==> config.mk <==
export PLATFORM = sky130hd
export DESIGN_NAME = regfile_sequencer
export DESIGN_NICKNAME = d
export VERILOG_FILES = /design/src/rtl/cpu_defs.sv /design/src/rtl/instr_decoder.sv /design/src/rtl/regfile_sequencer.sv
export SDC_FILE = /design/constraint.sdc
export NUM_CORES = 1
export LEC_CHECK = 0
export BUFFER_PORTS_ARGS = -buffer_cell sky130_fd_sc_hd__buf_2
export CAP_MARGIN = 5
export CORE_MARGIN = 3
export CORE_UTILIZATION = 44
export CTS_CLUSTER_DIAMETER = 120
export CTS_CLUSTER_SIZE = 14
export DETAILED_ROUTE_END_ITERATION = 10
export HOLD_SLACK_MARGIN = 0.12
export PLACE_DENSITY = 0.8
export SLEW_MARGIN = 20
export SYNTH_ARGS = -nofsm -noshare
export SYNTH_HDL_FRONTEND = slang
export SYNTH_SLANG_ARGS = --single-unit
==> constraint.sdc <==
create_clock -name clk -period 1.8 [get_ports clk]
set_input_delay 0.27 -clock clk [delete_from_list [all_inputs] [get_ports clk]]
set_output_delay 0.27 -clock clk [all_outputs]
set_load 0.01 [all_outputs]
==> src/rtl/cpu_defs.sv <==
`default_nettype none
// +--------------------------------------------------------------------------+
// | Module : cpu_defs (package)                                              |
// | Brief  : Shared constants for the register-file sequencer: opcode/op     |
// |          codes, FSM state encoding, writeback mux codes, ALU and shifter |
// |          codes, and the decoded instruction-field bundle.                |
// | Rev    : 1.0  initial release                                            |
// +--------------------------------------------------------------------------+
package cpu_defs;

  // Instruction classes (ir[15:13])
  localparam logic [2:0] OPC_MOV = 3'b110;
  localparam logic [2:0] OPC_ALU = 3'b101;

  // Sub-operation codes (ir[12:11])
  localparam logic [1:0] OP_MOV_REG = 2'b00;
  localparam logic [1:0] OP_MOV_IMM = 2'b10;
  localparam logic [1:0] OP_ADD     = 2'b00;
  localparam logic [1:0] OP_CMP     = 2'b01;
  localparam logic [1:0] OP_AND     = 2'b10;
  localparam logic [1:0] OP_MVN     = 2'b11;

  // FSM state encoding
  localparam logic [2:0] S_WAIT      = 3'd0;
  localparam logic [2:0] S_DECODE    = 3'd1;
  localparam logic [2:0] S_GET_A     = 3'd2;
  localparam logic [2:0] S_GET_B     = 3'd3;
  localparam logic [2:0] S_ALU       = 3'd4;
  localparam logic [2:0] S_WRITE_REG = 3'd5;
  localparam logic [2:0] S_WRITE_IMM = 3'd6;

  // Writeback mux select
  localparam logic [1:0] VSEL_C   = 2'b00;
  localparam logic [1:0] VSEL_IMM = 2'b10;

  // Datapath idle codes
  localparam logic [1:0] SHIFT_NONE = 2'b00;
  localparam logic [1:0] ALU_ADD    = 2'b00;

  // Decoded instruction fields
  typedef struct packed {
    logic [2:0] opcode;
    logic [1:0] op;
    logic [2:0] rn;
    logic [2:0] rd;
    logic [1:0] sh;
    logic [2:0] rm;
  } fields_t;

endpackage : cpu_defs
`default_nettype wire

==> src/rtl/instr_decoder.sv <==
`default_nettype none
// +--------------------------------------------------------------------------+
// | Module : instr_decoder                                                   |
// | Brief  : Purely combinational field extraction and immediate sign        |
// |          extension from the latched instruction register.                |
// | Ports  : ir     - latched instruction word                               |
// |          fields - opcode/op/Rn/Rd/sh/Rm                                  |
// |          sximm8 - sign-extended ir[7:0]                                  |
// |          sximm5 - sign-extended ir[4:0]                                  |
// | Rev    : 1.0  initial release                                            |
// +--------------------------------------------------------------------------+
module instr_decoder
  import cpu_defs::*;
#(
  parameter int DATA_W = 16
) (
  input  logic [15:0]       ir,
  output fields_t           fields,
  output logic [DATA_W-1:0] sximm8,
  output logic [DATA_W-1:0] sximm5
);

  always_comb begin
    fields.opcode = ir[15:13];
    fields.op     = ir[12:11];
    fields.rn     = ir[10:8];
    fields.rd     = ir[7:5];
    fields.sh     = ir[4:3];
    fields.rm     = ir[2:0];
  end

  assign sximm8 = {{(DATA_W-8){ir[7]}}, ir[7:0]};
  assign sximm5 = {{(DATA_W-5){ir[4]}}, ir[4:0]};

endmodule : instr_decoder
`default_nettype wire

==> src/rtl/regfile_sequencer.sv <==
`default_nettype none
// +--------------------------------------------------------------------------+
// | Module : regfile_sequencer                                               |
// | Brief  : Multicycle controller. Latches one instruction on an accepted   |
// |          start strobe and sequences register-file reads/writes and the   |
// |          A/B/C/status load enables to execute it, then returns to WAIT.  |
// | Ports  : clk, reset (sync, active high)                                  |
// |          s, in          - start strobe and instruction word              |
// |          w              - ready (in WAIT)                                |
// |          readnum, writenum, write, vsel - regfile controls               |
// |          loada/b/c, loads, asel, bsel, shift, ALUop - datapath controls  |
// |          sximm8, sximm5 - sign-extended immediates from ir               |
// |          illegal        - sticky: last instruction was undefined         |
// | Rev    : 1.0  initial release                                            |
// +--------------------------------------------------------------------------+
module regfile_sequencer
  import cpu_defs::*;
#(
  parameter int DATA_W = 16
) (
  input  logic              clk,
  input  logic              reset,
  input  logic              s,
  input  logic [15:0]       in,
  output logic              w,
  output logic [2:0]        readnum,
  output logic [2:0]        writenum,
  output logic              write,
  output logic [1:0]        vsel,
  output logic              loada,
  output logic              loadb,
  output logic              loadc,
  output logic              loads,
  output logic              asel,
  output logic              bsel,
  output logic [1:0]        shift,
  output logic [1:0]        ALUop,
  output logic [DATA_W-1:0] sximm8,
  output logic [DATA_W-1:0] sximm5,
  output logic              illegal
);

  logic [2:0]  state;
  logic [2:0]  next_state;
  logic [15:0] ir;
  fields_t     f;
  logic        accept;
  logic        is_mov_imm;
  logic        is_mov_reg;
  logic        is_alu;
  logic        is_mvn;
  logic        is_cmp;
  logic        write_en;

  instr_decoder #(.DATA_W(DATA_W)) u_dec (
    .ir     (ir),
    .fields (f),
    .sximm8 (sximm8),
    .sximm5 (sximm5)
  );

  assign accept     = (state == S_WAIT) && s;
  assign is_mov_imm = (f.opcode == OPC_MOV) && (f.op == OP_MOV_IMM);
  assign is_mov_reg = (f.opcode == OPC_MOV) && (f.op == OP_MOV_REG);
  assign is_alu     = (f.opcode == OPC_ALU);
  assign is_mvn     = is_alu && (f.op == OP_MVN);
  assign is_cmp     = is_alu && (f.op == OP_CMP);

  // Instruction register and sticky illegal flag
  always_ff @(posedge clk) begin
    if (reset) begin
      ir      <= 16'h0000;
      illegal <= 1'b0;
    end else if (accept) begin
      ir      <= in;
      illegal <= 1'b0;
    end else if ((state == S_DECODE) && !(is_mov_imm || is_mov_reg || is_alu)) begin
      illegal <= 1'b1;
    end
  end

  // State register
  always_ff @(posedge clk) begin
    if (reset) state <= S_WAIT;
    else       state <= next_state;
  end

  // Next-state logic
  always_comb begin
    next_state = state;
    case (state)
      S_WAIT:      if (s) next_state = S_DECODE;
      S_DECODE: begin
        if (is_mov_imm)                 next_state = S_WRITE_IMM;
        else if (is_mov_reg || is_mvn)  next_state = S_GET_B;
        else if (is_alu)                next_state = S_GET_A;
        else                            next_state = S_WAIT;
      end
      S_GET_A:     next_state = S_GET_B;
      S_GET_B:     next_state = S_ALU;
      S_ALU:       next_state = is_cmp ? S_WAIT : S_WRITE_REG;
      S_WRITE_REG: next_state = S_WAIT;
      S_WRITE_IMM: next_state = S_WAIT;
      default:     next_state = S_WAIT;
    endcase
  end

  // Moore outputs
  always_comb begin
    w        = 1'b0;
    readnum  = 3'd0;
    writenum = 3'd0;
    write_en = 1'b0;
    vsel     = VSEL_C;
    loada    = 1'b0;
    loadb    = 1'b0;
    loadc    = 1'b0;
    loads    = 1'b0;
    asel     = 1'b0;
    bsel     = 1'b0;
    shift    = SHIFT_NONE;
    ALUop    = ALU_ADD;
    case (state)
      S_WAIT:  w = 1'b1;
      S_GET_A: begin
        readnum = f.rn;
        loada   = 1'b1;
      end
      S_GET_B: begin
        readnum = f.rm;
        loadb   = 1'b1;
      end
      S_ALU: begin
        shift = f.sh;
        ALUop = f.op;
        // MOV reg reuses the adder with a zero A operand; MVN ignores A.
        asel  = is_mov_reg || is_mvn;
        loads = is_cmp;
        loadc = !is_cmp;
      end
      S_WRITE_REG: begin
        writenum = f.rd;
        vsel     = VSEL_C;
        write_en = 1'b1;
      end
      S_WRITE_IMM: begin
        writenum = f.rn;
        vsel     = VSEL_IMM;
        write_en = 1'b1;
      end
      default: ;
    endcase
  end

  // A reset landing on a write cycle must not commit a partial result.
  assign write = write_en && !reset;

endmodule : regfile_sequencer
`default_nettype wire

==> metrics.md <==
| Metric | Value |
|---|---|
| Post-route insts no fill | 239 |
| CP Data Arrival Time | 1.41 ns |
| Syn_area_per_cell | approximately 7.6 sq um |
| Largest net degree at the start of global routing | 21 |
| # IOs | 72 |
| Overall die height | 60.2 microns |
| CTS tree | built |
| Post-synth top area share | 0.309 |
| Final WL | roughly 2800 microns |
| Antenna diodes | 0 |
| Commonest register cell after synthesis | dfxtp_1 |
| Global-route wire length before repair | 4150 microns |
| Max-Cap Viols | 0 |
| Vias in the first global route | approximately 900 |
| CTS Buffer Depth | 2 |
| WL per Instance | 11.5 microns |
| IO Port Bufs | 69 |
| Total Negative Setup Slacks | 0 ns |
| DR WL met2 | 1200 microns |
| Gr ovfl total | 0 |
| Cell depth of the worst flop-to-flop path | 5 |
| # rows | 19 |
| Reg2reg setup slack | ~0.35 ns |
| Most frequent cell after synthesis | nand2_1 |
| Final Max Slew Viols | 0 |
| Final setup skew | around 0.0016 ns |
| Top cells by area, synth | dfxtp_1, buf_4, nand2_1 |
| Post-synthesis instance total | 171 |
| Vias post-DR | 1,175 |
| Crit path kind | flip-flop to output port |
| Hold Path Cell Cnt | 3 |
| Yosys Warn Count | 0 |
| Power Density | 653 nW/um^2 |
| Metal3 WL | 263 microns |
| CTS buffer count | 3 |
| H-Tree Level Count | 1 |
| Worst skew pair latency | 0.30 ns |
| DRT antenna net count | 0 |
| Clock Sinks | 20 |
| CP max-delay cell | dfxtp_2 |
| Antenna violations before repair | 0 |
| Number of synthesized flops with an enable pin | 0 |
| CP Max Fanout | 10 |
| Initial drt markers | 26 |
| Final Critical Period | around 1.7 ns |
| M1 WL | 1260 microns |
| GPL Wtd Cong | 0.769 |
| GRT Total Usage | 0.150 |
| P&R area growth vs syn | 14.3% |
| Share of layout cells above drive strength 1 | 0.428 |
| Yosys top cell by area | dfxtp_1 |
| Hold WC Path Type | input port to flip-flop |
| WHS Endpoint | ir[2] |
| Fmax | 597 MHz |
| Endpoints failing setup | 0 |
| Leakage power | 0.000768 uW |
| DR vias/cell | 4.92 |
| Top sig layer | met4 |
| Final period util | 0.931 |
| CP startpoint kind | flip-flop |
| Worst Setup End Kind | output port |
| Seq/Total Area, Yosys | 0.309 |
| Crit-path cells | nor2_2 > nand2_1 > nor3_1 > buf_2 |
| Final Hold Fails | 0 |
| Final HPWL DP | 2070 microns |
| Initial Utilization | 0.465 |
| Worst r2r src | state[0] |
| Clock Pin Slew Worst Setup and Hold Paths | roughly 0.11 ns |
| Synth async-reset ratio | 0 |
| Max VDD drop | just under 0.5 mV |
| Worst reg2reg path endpoint | illegal |
| Nets | 228 |
| Status | finished clean |
| DRC | 0 |
| Dpl cells | 235 |
| Synthesized area | between 1000 and 1500 sq um |
| RSZ-0062 raised after global routing | no |
| Worst Hold Launch | in[2] |
| Hold_buf cts | 0 |
| Chip width | approximately 60 microns |
| Synth cell types | 31 |
| CTS Root Cell | clkbuf_4 |
| Max incr delay on CP | 0.39 ns |
| Most common library cells after synthesis | nand2_1, buf_4, dfxtp_1, a21oi_1, nor2_1 |
| DIE AREA | between 3000 and 4000 sq um |
| Core area | 2780 sq um |
| WP data required | 1.53 ns |
| Drt pass-1 iters | 4 |
| Post-CTS setup buffers | 0 |
| Seq cells post-synth | 20 |
placed cells by master, fill, tap and decap left out, drive strengths merged, types with 2 or more instances in the layout:
cell type / Yosys / layout
a21oi: 16 / 16
a22oi: 3 / 3
a31oi: 2 / 2
and3: 4 / 4
buf: 39 / 75
clkbuf: 4 / 4
conb: 1 / 2
dfxtp: 20 / 20
inv: 2 / 2
mux2i: 3 / 3
nand2: 36 / 36
nand2b: 2 / 2
nand3b: 2 / 2
nor2: 8 / 8
nor2b: 7 / 7
nor3: 2 / 2
nor3b: 3 / 3
nor4b: 2 / 2
o211ai: 2 / 2
o21ai: 5 / 5
worst max-delay path by stage:
stage,startpoint,end,slack [ns],cells after the start
finish,state[0],loads,0.12,4
floorplan,state[2],write,0.33,3
CTS,state[0],write,0.001,4
global placement,state[1],writenum[2],0.17,4
global route,state[0],loads,0.02,4
detailed placement,state[1],writenum[2],0.11,4
layer usage:
metal  track usage  up-vias
li1              -      608
met1         0.205      510
met2         0.231       53
met3        0.0302        4
met4        0.0570        0
met5             0        -
stage by stage:
step                      hold slack, ns  area [sq um]  worst slack (ns)  power (uW)  utilization
after floorplan                    0.406          1300             0.329         686            -
after global placement             0.465          1420             0.169         710        0.510
after detailed placement           0.469          1420             0.105         712        0.510
after CTS                          0.179          1470           0.00127         975        0.527
after global routing               0.185          1480            0.0223        1020        0.532
final                              0.188          1480             0.124         966        0.532
power breakdown:
group | switching [uW] | internal, uW | leakage (uW)
logic | 108 | 94.7 | 0.000581
registers | 33.0 | 468 | 0.000166
clock network | 139 | 124 | 0.0000210
cell families (layout without fill, tap and decap cells):
kind of cell | after synthesis | count (layout) | synth area share
AND/OR/NAND/NOR | 73 | 73 | 0.294
other | 1 | 2 | 0.00290
flip-flops | 20 | 20 | 0.309
buffers and inverters | 45 | 81 | 0.244
AO/OA/AOI/OAI | 29 | 29 | 0.127
multiplexers | 3 | 3 | 0.0232
cell type report:
type / count / area (sq um)
clock buffer: 4 / 36.3
fill: 265 / 1300
inverter: 2 / 7.51
multi-input combinational: 107 / 599
sequential: 20 / 407
tap: 31 / 38.8
timing repair buffer: 75 / 390
sequential cells by signal, summed over array words and instances, names as in the netlist:
register / flops
ir: 16
state: 3
illegal: 1
critical path, delay by kind of cell (launching register included):
kind,cells,cell delay [ns]
AND/OR/NAND/NOR,3,0.55
buffers and inverters,1,0.15
flip-flops,1,0.39
timing repair:
item	4_1_cts	5_1_grt
setup endpoints to repair	7	9
endpoints found under the hold margin	0	0
resized for setup	4	5
No activity file was read; power rests on OpenSTA's default activity.
